### src/rtl/serial_adder_pkg.sv
// serial_adder_pkg
// Shared definitions for the digit-serial adder: FSM state encoding and the
// digit-counter width helper.
package serial_adder_pkg;

  typedef enum logic {
    IDLE = 1'b0,
    ADD  = 1'b1
  } state_t;

  // One extra bit over ceil(log2(n)) so the counter can never wrap while an
  // operation is in flight, including n == 1.
  function automatic int cnt_width(input int n);
    return $clog2(n) + 1;
  endfunction

endpackage

### src/rtl/serial_adder_if.sv
// serial_adder_if
// Request/result bundle of the serial adder.
//   master : drives start, A, B, c_in; observes busy, done, sum, c_out, overflow
//   slave  : the adder itself
interface serial_adder_if #(
  parameter int WIDTH = 8
);
  logic             start;
  logic [WIDTH-1:0] A;
  logic [WIDTH-1:0] B;
  logic             c_in;
  logic             busy;
  logic             done;
  logic [WIDTH-1:0] sum;
  logic             c_out;
  logic             overflow;

  modport master (
    output start, A, B, c_in,
    input  busy, done, sum, c_out, overflow
  );

  modport slave (
    input  start, A, B, c_in,
    output busy, done, sum, c_out, overflow
  );
endinterface

### src/rtl/serial_adder_digit_adder.sv
// digit_adder
// Combinational DIGIT-bit ripple-carry slice.
//   A, B   : operand digits
//   c_in   : carry into bit 0
//   sum    : digit result
//   c_out  : carry out of the top bit
//   c_msb  : carry into the top bit (for two's-complement overflow)
module digit_adder #(
  parameter int DIGIT = 1
) (
  input  logic [DIGIT-1:0] A,
  input  logic [DIGIT-1:0] B,
  input  logic             c_in,
  output logic [DIGIT-1:0] sum,
  output logic             c_out,
  output logic             c_msb
);

  logic [DIGIT:0] c;

  always_comb begin
    c    = '0;
    sum  = '0;
    c[0] = c_in;
    for (int i = 0; i < DIGIT; i++) begin
      sum[i]   = A[i] ^ B[i] ^ c[i];
      c[i+1]   = (A[i] & B[i]) | (c[i] & (A[i] ^ B[i]));
    end
  end

  assign c_out = c[DIGIT];
  assign c_msb = c[DIGIT-1];

endmodule

### src/rtl/serial_adder.sv
// serial_adder
// Digit-serial adder: adds A + B + c_in over WIDTH/DIGIT clock steps,
// least significant digit first.
//   clk   : clock, rising edge
//   rst_n : asynchronous active-low reset
//   bus   : request/result bundle (start, A, B, c_in -> busy, done, sum,
//           c_out, overflow)
//
// state | meaning
// IDLE  | waiting for start; result outputs hold the last result
// ADD   | one digit processed per clock, N steps in total
module serial_adder
  import serial_adder_pkg::*;
#(
  parameter int WIDTH = 8,
  parameter int DIGIT = 1
) (
  input  logic          clk,
  input  logic          rst_n,
  serial_adder_if.slave bus
);

  localparam int N     = WIDTH / DIGIT;
  localparam int CNT_W = cnt_width(N);
  localparam logic [CNT_W-1:0] LAST = CNT_W'(N - 1);

  state_t             state_q;
  logic [WIDTH-1:0]   a_q, b_q, sum_q;
  logic [WIDTH-1:0]   a_d, b_d, sum_d;
  logic [CNT_W-1:0]   cnt_q;
  logic               carry_q, c_out_q, ovf_q, busy_q, done_q;

  logic [DIGIT-1:0]       dsum;
  logic                   dcout, dcmsb;
  logic [WIDTH+DIGIT-1:0] sum_cat;

  digit_adder #(.DIGIT(DIGIT)) u_digit (
    .A     (a_q[DIGIT-1:0]),
    .B     (b_q[DIGIT-1:0]),
    .c_in  (carry_q),
    .sum   (dsum),
    .c_out (dcout),
    .c_msb (dcmsb)
  );

  // Operands shift down so the current digit is always at bit 0; the result
  // shifts in from the top so it lands fully aligned after the last step.
  // The concatenation keeps the slice legal when DIGIT == WIDTH.
  assign a_d     = a_q >> DIGIT;
  assign b_d     = b_q >> DIGIT;
  assign sum_cat = {dsum, sum_q};
  assign sum_d   = sum_cat[WIDTH+DIGIT-1:DIGIT];

  always_ff @(posedge clk or negedge rst_n) begin
    if (!rst_n) begin
      state_q <= IDLE;
      a_q     <= '0;
      b_q     <= '0;
      sum_q   <= '0;
      cnt_q   <= '0;
      carry_q <= 1'b0;
      c_out_q <= 1'b0;
      ovf_q   <= 1'b0;
      busy_q  <= 1'b0;
      done_q  <= 1'b0;
    end else begin
      done_q <= 1'b0;
      case (state_q)
        IDLE: begin
          if (bus.start) begin
            a_q     <= bus.A;
            b_q     <= bus.B;
            carry_q <= bus.c_in;
            cnt_q   <= '0;
            busy_q  <= 1'b1;
            state_q <= ADD;
          end
        end
        ADD: begin
          a_q     <= a_d;
          b_q     <= b_d;
          sum_q   <= sum_d;
          carry_q <= dcout;
          cnt_q   <= cnt_q + CNT_W'(1);
          if (cnt_q == LAST) begin
            c_out_q <= dcout;
            ovf_q   <= dcmsb ^ dcout;
            busy_q  <= 1'b0;
            done_q  <= 1'b1;
            state_q <= IDLE;
          end
        end
        default: state_q <= IDLE;
      endcase
    end
  end

  assign bus.busy     = busy_q;
  assign bus.done     = done_q;
  assign bus.sum      = sum_q;
  assign bus.c_out    = c_out_q;
  assign bus.overflow = ovf_q;

endmodule

### src/flat_wrapper.sv
// flat-port wrapper written by rule: the top's interface ports become plain ports
module serial_adder_flat import serial_adder_pkg::*;
#(
  parameter int WIDTH = 8,
  parameter int DIGIT = 1
)
  (clk, rst_n, bus_start, bus_A, bus_B, bus_c_in, bus_busy, bus_done, bus_sum, bus_c_out, bus_overflow);
  serial_adder_if #(.WIDTH(WIDTH)) bus_i ();
  input  logic clk;
  input  logic rst_n;
  input wire logic [$bits(bus_i.start)-1:0] bus_start;
  input wire logic [$bits(bus_i.A)-1:0] bus_A;
  input wire logic [$bits(bus_i.B)-1:0] bus_B;
  input wire logic [$bits(bus_i.c_in)-1:0] bus_c_in;
  output wire logic [$bits(bus_i.busy)-1:0] bus_busy;
  output wire logic [$bits(bus_i.done)-1:0] bus_done;
  output wire logic [$bits(bus_i.sum)-1:0] bus_sum;
  output wire logic [$bits(bus_i.c_out)-1:0] bus_c_out;
  output wire logic [$bits(bus_i.overflow)-1:0] bus_overflow;
  assign bus_i.start = bus_start;
  assign bus_i.A = bus_A;
  assign bus_i.B = bus_B;
  assign bus_i.c_in = bus_c_in;
  assign bus_busy = bus_i.busy;
  assign bus_done = bus_i.done;
  assign bus_sum = bus_i.sum;
  assign bus_c_out = bus_i.c_out;
  assign bus_overflow = bus_i.overflow;
  serial_adder #(.WIDTH(WIDTH), .DIGIT(DIGIT)) u_core (.clk(clk), .rst_n(rst_n), .bus(bus_i));
endmodule
### config.mk
export PLATFORM = sky130hd
export DESIGN_NAME = serial_adder_flat
export DESIGN_NICKNAME = d
export VERILOG_FILES = /design/src/rtl/serial_adder_pkg.sv /design/src/rtl/serial_adder_if.sv /design/src/rtl/serial_adder_digit_adder.sv /design/src/rtl/serial_adder.sv /design/src/flat_wrapper.sv
export SDC_FILE = /design/constraint.sdc
export NUM_CORES = 1
export LEC_CHECK = 0
export CORE_UTILIZATION = 44
export CTS_CLUSTER_DIAMETER = 120
export DETAILED_ROUTE_END_ITERATION = 10
export GPL_ROUTABILITY_DRIVEN = 0
export MAX_ROUTING_LAYER = met4
export PLACE_DENSITY = 0.74
export SYNTH_ARGS = -nofsm -noshare
export SYNTH_HDL_FRONTEND = slang
export SYNTH_SLANG_ARGS = --single-unit
### constraint.sdc
create_clock -name clk -period 1.3 [get_ports clk]
set_input_delay 0.26 -clock clk [delete_from_list [all_inputs] [get_ports clk]]
set_output_delay 0.26 -clock clk [all_outputs]
set_load 0.005 [all_outputs]
* Word level (Yosys, flattened, before mapping) *
Index checks and enable logic that the tools add are counted.

storage, ports and cells
  register bits after elaboration = 34
  bits in latches = 0
  RAM bits = 0
  memory bits (read-only) = 0
  input port bits = 20
  output and inout bits = 12
  word-level logic and storage cells = 39
  memories kept = 0

cells by class
  add/subtract/negate cells = 1
  multipliers = 0
  div/mod/pow operators = 0
  order comparisons = 0
  eq/ne operators = 3
  shifts and indexed selects = 0
  mux-type cells = 16
  bitwise operators = 7
  reduce and logical (&&, ||, !) cells = 2

operators with widths
  cell                                                              count
  8-bit one-hot mux with 2 select lines                             2
  8-bit two-way mux                                                 2
  4-bit one-hot mux with 2 select lines                             1
  1-bit two-way mux                                                 7
  1-bit one-hot mux with 2 select lines                             3
  4-bit by 1-bit adder with 4-bit output (second input constant)    1
  4-bit by 3-bit == test with 1-bit output (second input constant)  1
  4-bit two-way mux                                                 1
  2-bit != test (second input constant)                             2
  2-bit AND reduction                                               2
  1-bit bitwise XOR                                                 3
  1-bit bitwise AND                                                 2
  1-bit inverter                                                    1
  1-bit OR                                                          1

* Logic depth before layout (Yosys ltp) *
Gate-level depths: netlist of the first run.

  depth after elaboration = 4
  mapped depth = 5

* Hierarchy *
From an unflattened synthesis of the first run, not the netlist that was laid out.

second synthesis, totals
  cells, all modules = 123
  area total of the unflattened synthesis = 1467.7 µm²

by module, submodules not included
  module        times used  cells each  area an instance (µm²)
  serial_adder  1           121         1440.1
  digit_adder   1           2           27.5

* Worst setup path before layout of the first run *
Ideal clock, no wire load.

  path kind = register to register
  start point = reg u_core.cnt_q[0]
  end point = reg u_core.c_out_q (netlist: u_core.bus.c_out)
  library setup time = 0.125 ns
  data arrival time = 1.186 ns
  slack = -0.011 ns
  cell stages (with the launch flop) = 5
  path buffers = 1
  cells stage by stage = dfrtp_1 ha_1 and4b_1 buf_6 mux2_4

between the ends
  word-level cells in the longest chain between the ends = 2

RTL lines
  element                                   line                source
  from (decl)                               serial_adder.sv:30  logic [CNT_W-1:0] cnt_q;
  from (signal assigned)                    serial_adder.sv:84  cnt_q <= cnt_q + CNT_W'(1);
  4-bit by 3-bit == test with 1-bit output  serial_adder.sv:85  if (cnt_q == LAST) begin
  2-bit AND reduction (no line)             --
  to (signal assigned)                      serial_adder.sv:86  c_out_q <= dcout;
  to (decl)                                 serial_adder.sv:31  logic carry_q, c_out_q, ovf_q, busy_q, done_q;

Every way passes these cells.
A chain may end at the register's enable or synchronous reset.

* Worst setup path in the final report of the first run *
Same ends and word-level chain as after synthesis.

==> results of run 1 <==
[power breakdown]
part	switching (mW)	total, mW	internal [mW]	leakage [nW]
clock network	0.349	1.00	0.652	0.0585
logic	0.651	1.61	0.957	0.480
registers	0.277	1.75	1.48	0.440
[cell families after synthesis]
logic type,after synthesis,share of synthesized area (%)
compound gates,21,7.46
xor+xnor,3,1.80
simple gates,26,7.20
buf+inv,9,4.20
mux,26,18.9
flops,34,58.3
fa+ha+maj,2,2.23
[cell usage after synthesis (all sizes together)]
| library cell | number | area, um2 |
|---|---|---|
| ha | 1 | 12.5 |
| nor2 | 6 | 22.5 |
| mux2 | 9 | 105 |
| nand3 | 1 | 5.00 |
| inv | 1 | 3.75 |
| dfrtp | 34 | 851 |
| a21oi | 2 | 10.0 |
| buf | 5 | 46.3 |
| mux2i | 17 | 170 |
| o21ai | 18 | 90.1 |
| a22o | 1 | 8.76 |
| and4b | 1 | 10.0 |
| xnor2 | 2 | 17.5 |
| clkbuf | 3 | 11.3 |
| nand2 | 18 | 67.6 |
| xor2 | 1 | 8.76 |
| fa | 1 | 20.0 |
[placed cells by master (no fill, tap or decap)]
| cell | netlist | layout |
|---|---|---|
| a21oi_1 | 2 | 2 |
| a22o_1 | 1 | 1 |
| and4b_1 | 1 | 1 |
| buf_12 | 0 | 3 |
| buf_4 | 1 | 14 |
| bufinv_16 | 0 | 2 |
| clkbuf_4 | 0 | 5 |
| clkbuf_8 | 0 | 1 |
| clkdlybuf4s15_1 | 0 | 6 |
| clkdlybuf4s50_1 | 0 | 19 |
| dfrtp_1 | 34 | 34 |
| dlygate4sd2_1 | 0 | 6 |
| fa_2 | 0 | 1 |
| ha_2 | 0 | 1 |
| inv_1 | 1 | 1 |
| mux2_2 | 8 | 8 |
| mux2_4 | 1 | 1 |
| mux2i_1 | 17 | 17 |
| nand2_1 | 18 | 18 |
| nand3_1 | 1 | 1 |
| nor2_1 | 6 | 6 |
| o21ai_0 | 16 | 16 |
| o21ai_1 | 2 | 2 |
| xnor2_1 | 2 | 2 |
| xor2_1 | 1 | 1 |
[metal layers]
metal | part of all wire (%) | wire (um) | vias up
met5 | 0 | 0 | -
met4 | 1.8 | 48 | 0
met3 | 4.2 | 114 | 6
met2 | 49 | 1310 | 23
met1 | 45 | 1220 | 493
li1 | - | - | 506
[final cells by class]
class	count	area, um2	share of cell area [%]
clock buffers	6	51.3	2.51
well taps	44	55.1	2.70
clock inverters	2	60.1	2.94
inverters	1	3.75	0.184
repair buffers	48	468	22.9
flip-flops and latches	34	851	41.7
multi-input cells	78	553	27.1
[worst max-delay path, delay by kind of cell, from the launching register on]
| family | cells | cell delay, ps |
|---|---|---|
| fa+ha+maj | 1 | 190 |
| simple gates | 1 | 240 |
| flops | 1 | 410 |
| mux | 1 | 300 |
[metrics by stage]
step,hold WS (ps),area [um2],TNS [ps]
2_1_floorplan,-35.6,1460,0
3_3_place_gp,459,1840,-924
3_5_place_dp,473,1840,-1800
4_1_cts,294,1990,0
5_1_grt,298,2040,-2.75
6_report,286,2040,0
[timing repair]
action,in CTS,in global routing
setup buffers,8,5
resized for setup,12,7
gates cloned,0,0
setup endpoints to repair,12,10
pin swaps,0,1
[registers in the layout, indices dropped and copies added (netlist names)]
name and cells:
u_core.cnt_q 4, u_core.a_q 8, u_core.bus.sum 8, u_core.carry_q 1, u_core.b_q 8, u_core.state_q 1, u_core.bus.overflow 1, u_core.bus.busy 1
u_core.bus.c_out 1, u_core.bus.done 1
[final timing paths]
| path | from | endpoint | slack (ps) |
|---|---|---|---|
| min reg2reg | u_core.a_q[6] | u_core.a_q[5] | 490 |
| max reg2reg | u_core.cnt_q[0] | u_core.bus.c_out | 40 |
| max | u_core.cnt_q[0] | u_core.bus.c_out | 40 |
| max in group asynchronous | rst_n | u_core.a_q[7] | 830 |
| min | rst_n | u_core.bus.sum[2] | 290 |
| min in group clk | u_core.a_q[6] | u_core.a_q[5] | 490 |
==> metrics, run 1 <==
Slew Viols, Final 0; clock buffer count from CTS 5; fin nets 190; DP HPWL 1.86 mm; post-route DRC violation count 0; fill count 261; antenna violations before repair 0; detailed-router iteration count before antenna repair 4; share of cells above drive strength 1 21.3%; # setup viols final 0; GRT met2 Usage 28.9%; core area 3100 um2; Max stage delay on crit path 410 ps; Initial Util between 40% and 50%; Die H between 50 and 60 um; CTS H-tree lvls 2; synth unique cells 21; clk sinks 34; vias in the first global route 995; Worst Path Required 1530 ps; gr busiest metal met2; final wirelength 2.70 mm; FP Rows 20; Final period util 97.1%; via count 1028; worst setup path class flop to flop; Iter 0 DRT Violations 52; n_diodes 0; syn nets 143; fin util 65.8%; arrival time worst endpoint 1490 ps; YS warnings 0; slowest CP cell dfrtp_1; post-detailed-route count of antenna-violating nets 0; Global Route Usage Sum 18.5%; syn avg cell area between 10 and 15 um2; Final Skew 14.6 ps; WL per Instance ~13 um; grt total ovfl 0; CP cell instances ha_2 -> and4b_1 -> mux2_4; Total Power about 4.4 mW; crit path capture type flop; Area growth, synth to finish 39.8%; met1 GRT Util 22.0%; Root Driver clkbuf_4; Hold Buf Count CTS 0; post-route minimum period 1260 ps; Die Wd 59.6 um; M3 GR Usage approximately 5.9%; CTS tree done; clk_lat worst skew 340 ps; crit path max fanout 4; Hold Path Class primary input to asynchronous set/reset pin; DR vias/cell approximately 4.8; max_cap viols 0; synthesized flop and latch total 34; status finished clean; P per Cell Area 2140 nW/um2; Syn Std Cell Area 1460 um2; die area 3550 um2; worst setup margin about 38 ps; Worst Reg-to-Reg Cells 3; post-synthesis sequential area ratio about three fifths; Final Hold Violating Endpoints 0; clk slew on worst S/H paths 110 ps; placed cells 192; dpl ws -128 ps; Fmax 792 MHz; Relative slew margins about four fifths; Longest Clk Path Bufs 2; Post-Layout Cell Count 213; largest net degree at the start of global routing 42; cell count after synthesis 121; Worst Max-Slew Pin Slew 305 ps; Pleak 0.979 nW; CP Launch Type flop; I/O Buffers 31; Peak VDD IR approximately 0.00096 V; first-pass GRT wire length 4.48 mm; I/O pin cnt 32
Note: power is estimated with default switching activity, not from simulation.
==> run 2: changes to the inputs <==
--- a/config.mk
+++ b/config.mk
@@ -9,6 +9,7 @@
 export CTS_CLUSTER_DIAMETER = 120
 export DETAILED_ROUTE_END_ITERATION = 10
 export GPL_ROUTABILITY_DRIVEN = 0
+export GPL_TIMING_DRIVEN = 0
 export MAX_ROUTING_LAYER = met4
 export PLACE_DENSITY = 0.74
 export SYNTH_ARGS = -nofsm -noshare
==> run 2 against run 1 <==
  * First-iteration DRC count down 25%
  * Sequential share of layout area up 1.5 points
  * Cell area down 3.4%
  * Non-clock buffer count up 4
  * Critical path type unchanged
==> metrics, run 2 (synthesis gave the netlist of run 1 again) <==
Relative slew margins 51.3% (-28 points); CP Launch Type flop; crit path capture type flop; detailed-router iteration count before antenna repair 4 (unchanged); Hold Path Class primary input to flop; crit path max fanout 5 (+1); leading cell type in the layout, fill and taps excluded dfrtp_1; # setup viols final 0 (unchanged); Die Wd 59.6 um (unchanged); Iter 0 DRT Violations 39 (-25%); CTS H-tree lvls 2 (unchanged); Total Power 3.97 mW (-8.8%); largest net degree at the start of global routing 35 (-17%); P per Cell Area 2010 nW/um2 (-5.7%); Area growth, synth to finish 35.1%; Final period util 97.5% (+0.42 points); Final Hold Violating Endpoints 0 (unchanged); clk slew on worst S/H paths 100 ps (about the same); Power Internal 2.68 mW (-13%); post-route DRC violation count 0 (unchanged); placed cell areas 1810 um2 (-1.4%); WL per Instance 12.9 um (+1.5%); clock buffer count from CTS 5 (unchanged); Global Route Usage Sum 18.5% (about the same); Peak VDD IR 0.00125 V (+30%); grt total ovfl 0 (unchanged); core area 3100 um2 (unchanged); vias in the first global route 1054 (+5.9%); Design Area, Final 1970 um2 (-3.4%); first-pass GRT wire length 4.53 mm (+1.2%); fin nets 194 (+2.1%); Post-Layout Cell Count 217 (+1.9%); die area 3550 um2 (unchanged); Root Driver clkbuf_4; status finished clean; CTS tree done; via count 1072 (+4.3%); most frequent cells in the layout dfrtp_1, nand2_1, mux2i_1, clkdlybuf4s50_1, o21ai_0; I/O pin cnt 32 (unchanged); Max stage delay on crit path 380 ps (-30 ps); Initial Util 47.1% (unchanged); Worst Path Required 1530 ps (about the same); RSZ-0062 raised after global routing yes; antenna violations before repair 0 (unchanged); Final Skew 6.09 ps (-8.48 ps); post-route minimum period 1270 ps (+5.43 ps); Slew Viols, Final 0 (unchanged); post-detailed-route count of antenna-violating nets 0 (unchanged); Fin Hold WS 363 ps (+76.9 ps); final wirelength 2.79 mm (+3.4%); max_cap viols 0 (unchanged); P_sw 1.29 mW (+1.2%); Die H 59.6 um (unchanged); CP startpoint u_core.cnt_q[1]; slowest CP cell dfrtp_1; Fmax 789 MHz (-0.43%); fill count 263 (+0.77%); Pleak 0.951 nW (-2.8%); Reg power frac 43.2% (+3.0 points); dpl ws -20.8 ps (+107 ps); Setup TNS 0 ps (unchanged); worst r2r src u_core.cnt_q[1]; Longest Clk Path Bufs 2 (unchanged); source of the worst hold timing path bus_start; worst setup margin 32.2 ps (-5.43 ps); Worst Max-Slew Pin Slew 730 ps (+425 ps); FP Rows 20 (unchanged); share of cells above drive strength 1 22.5% (+1.2 points); I/O Buffers 30 (-3.2%); DR vias/cell 4.94 (+2.4%); Clock power frac 15.4% (-7.5 points); placed cells 195 (+1.6%); clk sinks 34 (unchanged); Gate power share 41.5% (+4.6 points); fin util 63.6% (-2.2 points); arrival time worst endpoint 1500 ps (about the same); Switching Fraction 32.5% (+3.2 points); CP cell instances ha_2 -> and4b_2 -> mux2_4; clk_lat worst skew 330 ps (about the same); n_diodes 0 (unchanged); DP HPWL 1.92 mm (+3.4%); worst setup path class flop to flop
[run 2: final timing paths]
kind	to	cells after the start	slack, ps
min in group asynchronous	u_core.bus.sum[2]	2	530
min	u_core.a_q[3]	3	360
max reg2reg	u_core.bus.c_out	3	30
max	u_core.bus.c_out	3	30
max in group asynchronous	u_core.bus.sum[0]	2	300
min reg2reg	u_core.b_q[4]	2	500
[run 2: routing by layer]
metal	share of wire (%)	global-route usage (%)	vias to the layer above	wire (um)
li1	-	-	521	-
met1	43	21.1	522	1210
met2	50	30.0	20	1410
met3	3.5	4.59	9	97
met4	2.7	9.97	0	75
met5	0	-	-	0
[run 2: what timing repair did]
item                                    CTS  global route
endpoints found under the hold margin    29             0
pin swaps                                 0             1
hold buffers                              1             0
endpoints found under the setup margin   13             8
buffers inserted                          8             6
resized for setup                        12             5
[run 2: layout make-up]
cell class | count | area [um2] | share of cell area [%]
Timing Repair Buffer | 45 | 399 | 20.2
Clock inverter | 2 | 12.5 | 0.634
Multi-Input combinational cell | 78 | 554 | 28.1
Sequential cell | 34 | 851 | 43.1
Tap cell | 44 | 55.1 | 2.79
Inverter | 1 | 3.75 | 0.190
Buffer | 7 | 46.3 | 2.35
Clock buffer | 6 | 51.3 | 2.60
[run 2: worst max-delay path: cells and delay by family (launching register included)]
kind | cells | cell delay, ps
mux | 1 | 310
flops | 1 | 380
simple gates | 1 | 290
fa+ha+maj | 1 | 190
[run 2: power groups by stage]
stage	Clock [mW]	Combinational, mW	Sequential [mW]
2_1_floorplan	0	0.866	1.73
3_3_place_gp	0	1.41	1.75
3_5_place_dp	0	1.46	1.77
4_1_cts	0.630	1.55	1.71
5_1_grt	0.677	1.85	1.76
6_report	0.611	1.65	1.72
==> run 3: changes to the inputs <==
--- a/config.mk
+++ b/config.mk
@@ -5,6 +5,7 @@
 export SDC_FILE = /design/constraint.sdc
 export NUM_CORES = 1
 export LEC_CHECK = 0
+export CORE_MARGIN = 1.5
 export CORE_UTILIZATION = 44
 export CTS_CLUSTER_DIAMETER = 120
 export DETAILED_ROUTE_END_ITERATION = 10
==> run 3 against run 2 <==
  * The run now ends with hold timing left
  * Highest routed layer unchanged
  * Die area is 3.4% higher
  * Register-to-register slack about the same
  * Wire length decreased by 2.8%
  * Critical path type unchanged
  * Clock skew grew 3.9 ps
  * Total power is 4.9% lower
==> metrics, run 3 (synthesis gave the netlist of run 1 again) <==
status finished, violations left; violated checks hold timing; Fmax 785 MHz (-0.47%); via count 1034 (-3.5%); worst setup path class flop to flop; Root Driver clkbuf_4; Final period util 98.0% (+0.46 points); first-pass GRT wire length 4.57 mm (+0.75%); CTS tree done; n_diodes 0 (unchanged); final wirelength 2.71 mm (-2.8%); # setup viols final 0 (unchanged); post-detailed-route count of antenna-violating nets 0 (unchanged); Die Wd 60.6 um (+1.7%); worst setup margin 26.2 ps (-5.93 ps); vias in the first global route 1026 (-2.7%); Area growth, synth to finish 31.0%; CP cell instances ha_2 -> and4b_2 -> mux2_4; I/O pin cnt 32 (unchanged); Switching Fraction 32.3% (-0.14 points); Peak VDD IR 0.000997 V (-20%); clk sinks 34 (unchanged); detailed-router iteration count before antenna repair 4 (unchanged); leading cell type in the layout, fill and taps excluded dfrtp_1; clk_lat worst skew 320 ps (about the same); grt total ovfl 0 (unchanged); largest net degree at the start of global routing 35 (unchanged); fin nets 189 (-2.6%); Pleak 0.921 nW (-3.1%); DR vias/cell 4.90 (-0.80%); post-route DRC violation count 0 (unchanged); Global Route Usage Sum 18.1% (-0.45 points); Gate power share 40.7% (-0.8 points); core area 3100 um2 (unchanged); crit path capture type flop; dpl ws -27.5 ps (-6.68 ps); Die H 60.6 um (+1.7%); Power Internal 2.56 mW (-4.8%); FP Rows 20 (unchanged); Max stage delay on crit path 400 ps (+20 ps); Final Hold Violating Endpoints 26 (+26); clock buffer count from CTS 5 (unchanged); Reg power frac 45.7% (+2.5 points); Final Skew 10.0 ps (+3.93 ps); Hold Path Class primary input to asynchronous set/reset pin; arrival time worst endpoint 1480 ps (-20 ps); clk slew on worst S/H paths 100 ps (about the same); die area 3670 um2 (+3.4%); WL per Instance 12.9 um (about the same); Worst Max-Slew Pin Slew 731 ps (+0.280 ps); antenna violations before repair 0 (unchanged); P_sw 1.22 mW (-5.4%); reg-to-reg endpoint u_core.bus.c_out; Relative slew margins 51.3% (about the same); Initial Util 47.1% (unchanged); Clock power frac 13.6% (-1.8 points); CP Launch Type flop; slowest CP cell dfrtp_1; Fin Hold WS -13.2 ps (-377 ps); max_cap viols 0 (unchanged); Longest Clk Path Bufs 2 (unchanged); CTS H-tree lvls 2 (unchanged); Worst Reg-to-Reg Cells 3 (unchanged); most frequent cells in the layout dfrtp_1, nand2_1, mux2i_1, clkdlybuf4s50_1, o21ai_0; I/O Buffers 30 (unchanged); crit path max fanout 4 (-1); share of cells above drive strength 1 19.2% (-3.4 points); post-route minimum period 1270 ps (+5.93 ps); RSZ-0062 raised after global routing yes; Setup TNS 0 ps (unchanged); reg2reg setup slack 30 ps (about the same); DP HPWL 1.88 mm (-2.2%); Slew Viols, Final 0 (unchanged); P per Cell Area 1970 nW/um2 (-2.0%); Iter 0 DRT Violations 25 (-36%); Worst Path Required 1510 ps (-20 ps); worst r2r src u_core.cnt_q[1]
[run 3: cell types whose count changed in the layout (fill, tap and decap cells not counted), sizes merged]
cell / previous run / this run
buf: 19 / 15
clkbuf: 9 / 10
clkdlybuf4s15: 3 / 2
clkinv: 1 / 0
clkinvlp: 1 / 0
dlygate4sd2: 9 / 10
dlygate4sd3: 1 / 0
[run 3: metrics by stage]
stage	power (mW)	std cells	util [%]	cell area, um2
after floorplan	2.60	121	-	1460
after CTS	3.79	210	61.3	1900
after global placement	3.16	195	58.6	1820
after global routing	4.10	211	61.7	1910
after detailed placement	3.22	195	58.4	1810
final	3.78	211	61.7	1910
[run 3: worst max path at each step]
| stage | endpoint | slack, ps | cells after the start | from |
|---|---|---|---|---|
| after floorplan | u_core.bus.c_out | 20 | 4 | u_core.cnt_q[0] |
| after global placement | u_core.b_q[3] | -690 | 1 | rst_n |
| after detailed placement | u_core.bus.c_out | -30 | 4 | u_core.cnt_q[0] |
| after CTS | u_core.bus.c_out | 3 | 2 | u_core.a_q[0] |
| after global routing | u_core.bus.c_out | -20 | 3 | u_core.cnt_q[0] |
| final | u_core.bus.c_out | 30 | 3 | u_core.cnt_q[1] |
[run 3: critical path, delay by kind of cell, from the launching register on]
kind	cells	cell delay, ps
and+or+nand+nor	1	260
adders and majority gates	1	200
muxes	1	300
DFF	1	400
[run 3: power by group through the flow]
stage          sequential (mW)  combinational [mW]  clock [mW]
4_1_cts                   1.72                1.53       0.536
3_5_place_dp              1.78                1.44           0
6_report                  1.73                1.54       0.515
2_1_floorplan             1.73               0.866           0
3_3_place_gp              1.75                1.41           0
5_1_grt                   1.78                1.73       0.585
[run 3: per-layer routing]
| layer | vias up | share of wire, % | track usage [%] |
|---|---|---|---|
| met5 | - | 0 | - |
| met4 | 0 | 0.99 | 7.45 |
| met3 | 2 | 4.4 | 5.12 |
| met2 | 22 | 51 | 30.1 |
| met1 | 509 | 43 | 20.4 |
| li1 | 501 | - | - |
[run 3: final cells by class]
class                   count  area, um2
flip-flops and latches     34        851
well taps                  44       55.1
plain buffers               7       46.3
inverters                   1       3.75
fillers                   290       1190
clock buffers               7       45.0
repair buffers             40        358
multi-input cells          78        554
[run 3: timing repair]
| item | in CTS | in global routing |
|---|---|---|
| buffers inserted | 9 | 1 |
| resized for setup | 13 | 3 |
| hold buffers | 0 | 0 |
| endpoints found under the hold margin | 0 | 0 |
| pin swaps | 1 | 0 |
| endpoints found under the setup margin | 13 | 5 |
==> variant 1 (config.mk and constraints of run 1) <==
`WIDTH` is set to 8 in 3 places; all go to 6.
--- a/src/rtl/serial_adder_if.sv
+++ b/src/rtl/serial_adder_if.sv
@@ -3,7 +3,7 @@
 //   master : drives start, A, B, c_in; observes busy, done, sum, c_out, overflow
 //   slave  : the adder itself
 interface serial_adder_if #(
-  parameter int WIDTH = 8
+  parameter int WIDTH = 6
 );
   logic             start;
   logic [WIDTH-1:0] A;
--- a/src/rtl/serial_adder.sv
+++ b/src/rtl/serial_adder.sv
@@ -12,7 +12,7 @@
 module serial_adder
   import serial_adder_pkg::*;
 #(
-  parameter int WIDTH = 8,
+  parameter int WIDTH = 6,
   parameter int DIGIT = 1
 ) (
   input  logic          clk,
--- a/src/flat_wrapper.sv
+++ b/src/flat_wrapper.sv
@@ -1,7 +1,7 @@
 // flat-port wrapper written by rule: the top's interface ports become plain ports
 module serial_adder_flat import serial_adder_pkg::*;
 #(
-  parameter int WIDTH = 8,
+  parameter int WIDTH = 6,
   parameter int DIGIT = 1
 )
   (clk, rst_n, bus_start, bus_A, bus_B, bus_c_in, bus_busy, bus_done, bus_sum, bus_c_out, bus_overflow);
Interface: changed (resized bus_A, bus_B and bus_sum); port bits go from 32 to 26. No check against the original RTL was run, so the function may have changed too.
==> variant 1 against run 1 <==
Worst setup slack worse by 6.7 ps; first-iteration DRC count down 87%; clock skew down 7.2 ps; largest cell class unchanged; maximum frequency down 0.53%; sequential cell count down 6; cell count down 20%; routed wire length down 18%; sequential power down 19%; total power down 23%; non-clock buffer count down 7; design area down 19%; sequential share of layout area up 0.66 points; synthesized area down 18%.
==> variant 1: results <==
[cells_and_area]
final.fill_count = 207
fin_nets = 161
diodes = 0
drive_gt1_frac = 0.2057

[grt]
grt_max_degree = 29
grt_antenna_before_repair = 0
grt_pass1_wl_um = 3643
grt_pass1_vias = 798
grt_use_total = 0.1841

[synthesis]
syn-num-nets = 121
synth.distinct_cells = 20
synth_common_cells = "dfrtp_1, nand2_1, mux2i_1"
async_reset_ff_frac = 1.000
synth_adder_area_share = 0.03742
yosysSeqAreaShare = 0.5821
yosysWarnings = 0
synth-compound-area-share = 0.07069
synth_area_leaders = "dfrtp_1, mux2i_1, mux2_2, o21ai_0, nand2_1"
synth-xor-area-share = 0.02183
muxShareOfSynthArea = 0.1767

[placed_design]
io_buffers = 25
place_ws_ps = -102.9
place_area_sq_um = 1551
dp_hpwl_um = 1549

[drt]
drt_first_pass_iters = 4
wl_met3_um = 47
maxUsedRoutingLayer = "met4"
route.vias.total = 856
drt_iter0_markers = 7
drt-met1-wl_um = 1008
wire_per_inst_um = 12.93
wl_met2_um = 1128

[timing]
timing.final.crit_share = 0.9762
relSlewSlack = 0.8695
clock_skew_ps = 7.426

[worst_setup_path]
crit_path_max_incr_delay_ps = 480
reg2reg_depth = 2
r2r-end = "u_core.bus.sum[5]"
crit_type = "register to register"
path_delay_family = "adder cells"
crit_start = "u_core.a_q[0]"
crit_slowest_cell = "fa_2"
arrival_ps = 1490
critPathMaxFanout = 2
r2r_setup_slack_ps = 30

[clocking]
cts.clk_slew.worst_paths_ps = 150
ctsRootBufferMaster = "clkbuf_4"
cts.repair.resized = 10
post_cts_buffers = 5
cts_buffers = 3
insertion_delay_ps = 320
htreeDepth = 1
clk_path_buf_depth = 2

[pwr]
p_leak_nw = 0.8039
ir_drop_uv = 1289
p_switching_mw = 1.038

[status]
status = "finished clean"

[floorplan]
num_rows = 18

[min_path]
hold_path_class = "input port to async pin"
==> variant 1: cell types whose count changed after synthesis, sizes merged <==
cell	change
dfrtp	-6
mux2i	-4
nand2	-3
o21ai	-3
mux2	-2
a22o	-1
buf	-1
clkbuf	-1
ha	+1
inv	+1
==> variant 1: metal layers <==
layer | vias up | track usage
met5 | - | -
met4 | 0 | 0.07692
met3 | 2 | 0.02500
met2 | 13 | 0.3008
met1 | 419 | 0.2286
li1 | 422 | -
==> variant 1: cell type report <==
type	instances	area (sq um)	area share
Inverter	2	7.507	0.004535
Clock inverter	1	30.03	0.01814
Timing Repair Buffer	41	387.9	0.2343
Multi-Input combinational cell	66	469.2	0.2834
Clock buffer	3	22.52	0.01361
Tap cell	30	37.54	0.02268
Sequential cell	28	700.7	0.4233
==> variant 1: kinds of logic (layout without fill, tap and decap cells) <==
logic type,Yosys count,count (layout)
and+or+nand+nor,23,23
buffers and inverters,8,47
AOI/OAI and AO/OA,17,17
DFF,28,28
muxes,20,20
xor gates and xnor gates,3,3
adders and majority gates,3,3
==> variant 1: metrics by stage <==
stage / hold slack, ps / instances / power [mW] / TNS [ps]
floorplan: -35.59 / 102 / 2.129 / 0
global placement: 457.6 / 160 / 2.667 / -595.3
detailed placement: 471.6 / 160 / 2.734 / -900.5
CTS: 266.3 / 169 / 3.298 / 0
global route: 260.9 / 171 / 3.608 / 0
finish: 270.0 / 171 / 3.352 / 0
==> variant 1: power groups by stage <==
stage / clock, mW / sequential, mW / combinational [mW]
after global routing: 0.609 / 1.45 / 1.55
after floorplan: 0 / 1.43 / 0.695
after CTS: 0.584 / 1.40 / 1.31
after detailed placement: 0 / 1.44 / 1.30
final: 0.562 / 1.41 / 1.38
after global placement: 0 / 1.42 / 1.25
==> variant 2 (settings of run 1) <==
Made on the original files. Reset style: synchronous (`rst_n`), changed in one clocked block. Comments in the files are not updated.
--- a/src/rtl/serial_adder.sv
+++ b/src/rtl/serial_adder.sv
@@ -51,7 +51,7 @@
   assign sum_cat = {dsum, sum_q};
   assign sum_d   = sum_cat[WIDTH+DIGIT-1:DIGIT];
 
-  always_ff @(posedge clk or negedge rst_n) begin
+  always_ff @(posedge clk) begin
     if (!rst_n) begin
       state_q <= IDLE;
       a_q     <= '0;
Formal check against the unedited RTL: differs if rst_n is asserted again (counterexample within 4 cycles, from zero or initial values and one cycle with rst_n low); with rst_n held inactive, the same outputs for 10 cycles.
==> variant 2 against run 1 <==
Worst setup slack improved by 50 ps; non-clock buffer count decreased by 2; global-route usage increased by 1.2 points; cell count increased by 14%; routed wire length increased by 8.2%; design area decreased by 5.3%; synthesized cell count increased by 30%; synthesized area decreased by 1.9%; sequential cell count unchanged.
Power is not compared: it rests on default switching activity, and its combinational part moved more than twofold at a synthesized area within 25%.
==> variant 2: results <==
[status]
status = "finished clean"

[grt]
grt-ovfl-total = 0
grt_pass1_vias = 1165
grt_use_total = 0.1968
grt_antenna_before_repair = 0
grt_pass1_wl_um = 4857
grt_max_degree = 30

[min_path]
min-delay-start = "u_core.b_q[3]"
holdPathEnd = "u_core.b_q[2]"
hold_path_class = "register to register"

[clocking]
insertion_delay_ps = 330
cts.clk_slew.worst_paths_ps = 100
clk_path_buf_depth = 2
ctsRootBufferMaster = "clkbuf_4"
cts_buffers = 5

[worst_setup_path]
r2r-end = "u_core.bus.c_out"
critPathMaxFanout = 5
r2r_setup_slack_ps = 90
reg2reg_depth = 4
arrival_ps = 1440
crit_slowest_cell = "dfxtp_2"
crit_start = "u_core.cnt_q[1]"
crit_path_max_incr_delay_ps = 360
end_kind = "register"

[synthesis]
synth.distinct_cells = 23
async_reset_ff_frac = 0
synth_common_cells = "dfxtp_1, nand2_1, a21oi_1"
syn-num-nets = 179
yosysSeqAreaShare = 0.4751
synth_area_leaders = "dfxtp_1, mux2_2, nand2_1, mux2i_1, a21oi_1"

[timing]
timing.final.crit_share = 0.9329
relSlewSlack = 0.8563
holdWs_ps = 455.2
clock_skew_ps = 10.16

[drt]
drt_first_pass_iters = 4
viasPerCell = 4.918
drt_iter0_markers = 40
wire_per_inst_um = 12.03

[cells_and_area]
drive_gt1_frac = 0.2412
fin_nets = 222
diodes = 0

[pwr]
p_leak_nw = 0.8290
ir_drop_uv = 523.9

[placed_design]
place_ws_ps = -237.7
io_buffers = 31
dp_hpwl_um = 1955
variant 2: repair_timing:
action,CTS,global route
setup endpoints to repair,12,4
buffers inserted,6,1
resized for setup,23,4
pin swaps,0,0
variant 2: per-stage QoR:
stage / util / setup TNS, ps / instance area (sq um) / std cells
floorplan: - / 0 / 1433 / 157
global placement: 0.5931 / -3445 / 1826 / 230
detailed placement: 0.5931 / -3838 / 1826 / 230
CTS: 0.6240 / 0 / 1921 / 242
global route: 0.6285 / 0 / 1934 / 243
finish: 0.6285 / 0 / 1934 / 243
variant 2: metal layers:
layer / wire (um) / share of wire / vias to the layer above / GRT usage
met1: 1235 / 0.42 / 549 / 0.1945
met5: 0 / 0 / - / -
met4: 64 / 0.022 / 0 / 0.07483
li1: - / - / 610 / -
met2: 1463 / 0.50 / 27 / 0.3458
met3: 160 / 0.055 / 9 / 0.07860
variant 2: final cells by class:
type	instances	area, sq um
Clock buffer	6	51.30
Fill cell	271	1144
Inverter	4	15.01
Multi-Input combinational cell	109	683.2
Sequential cell	34	696.9
Tap cell	44	55.05
Timing Repair Buffer	46	432.9
variant 2: power by group through the flow:
stage | sequential (mW) | clock (mW) | combinational [mW]
floorplan | 1.13 | 0 | 0.166
global placement | 1.13 | 0 | 0.271
detailed placement | 1.14 | 0 | 0.278
CTS | 1.11 | 0.581 | 0.280
global route | 1.12 | 0.622 | 0.308
finish | 1.11 | 0.569 | 0.281
variant 2: cell families (layout without fill, tap and decap cells):
group / count (synthesis) / in the layout / synth area share
adders and majority gates: 2 / 2 / 0.02271
DFF: 34 / 34 / 0.4751
AOI/OAI and AO/OA: 23 / 23 / 0.08472
buffers and inverters: 14 / 56 / 0.05066
xor gates and xnor gates: 1 / 1 / 0.006115
muxes: 26 / 26 / 0.1948
and+or+nand+nor: 57 / 57 / 0.1659
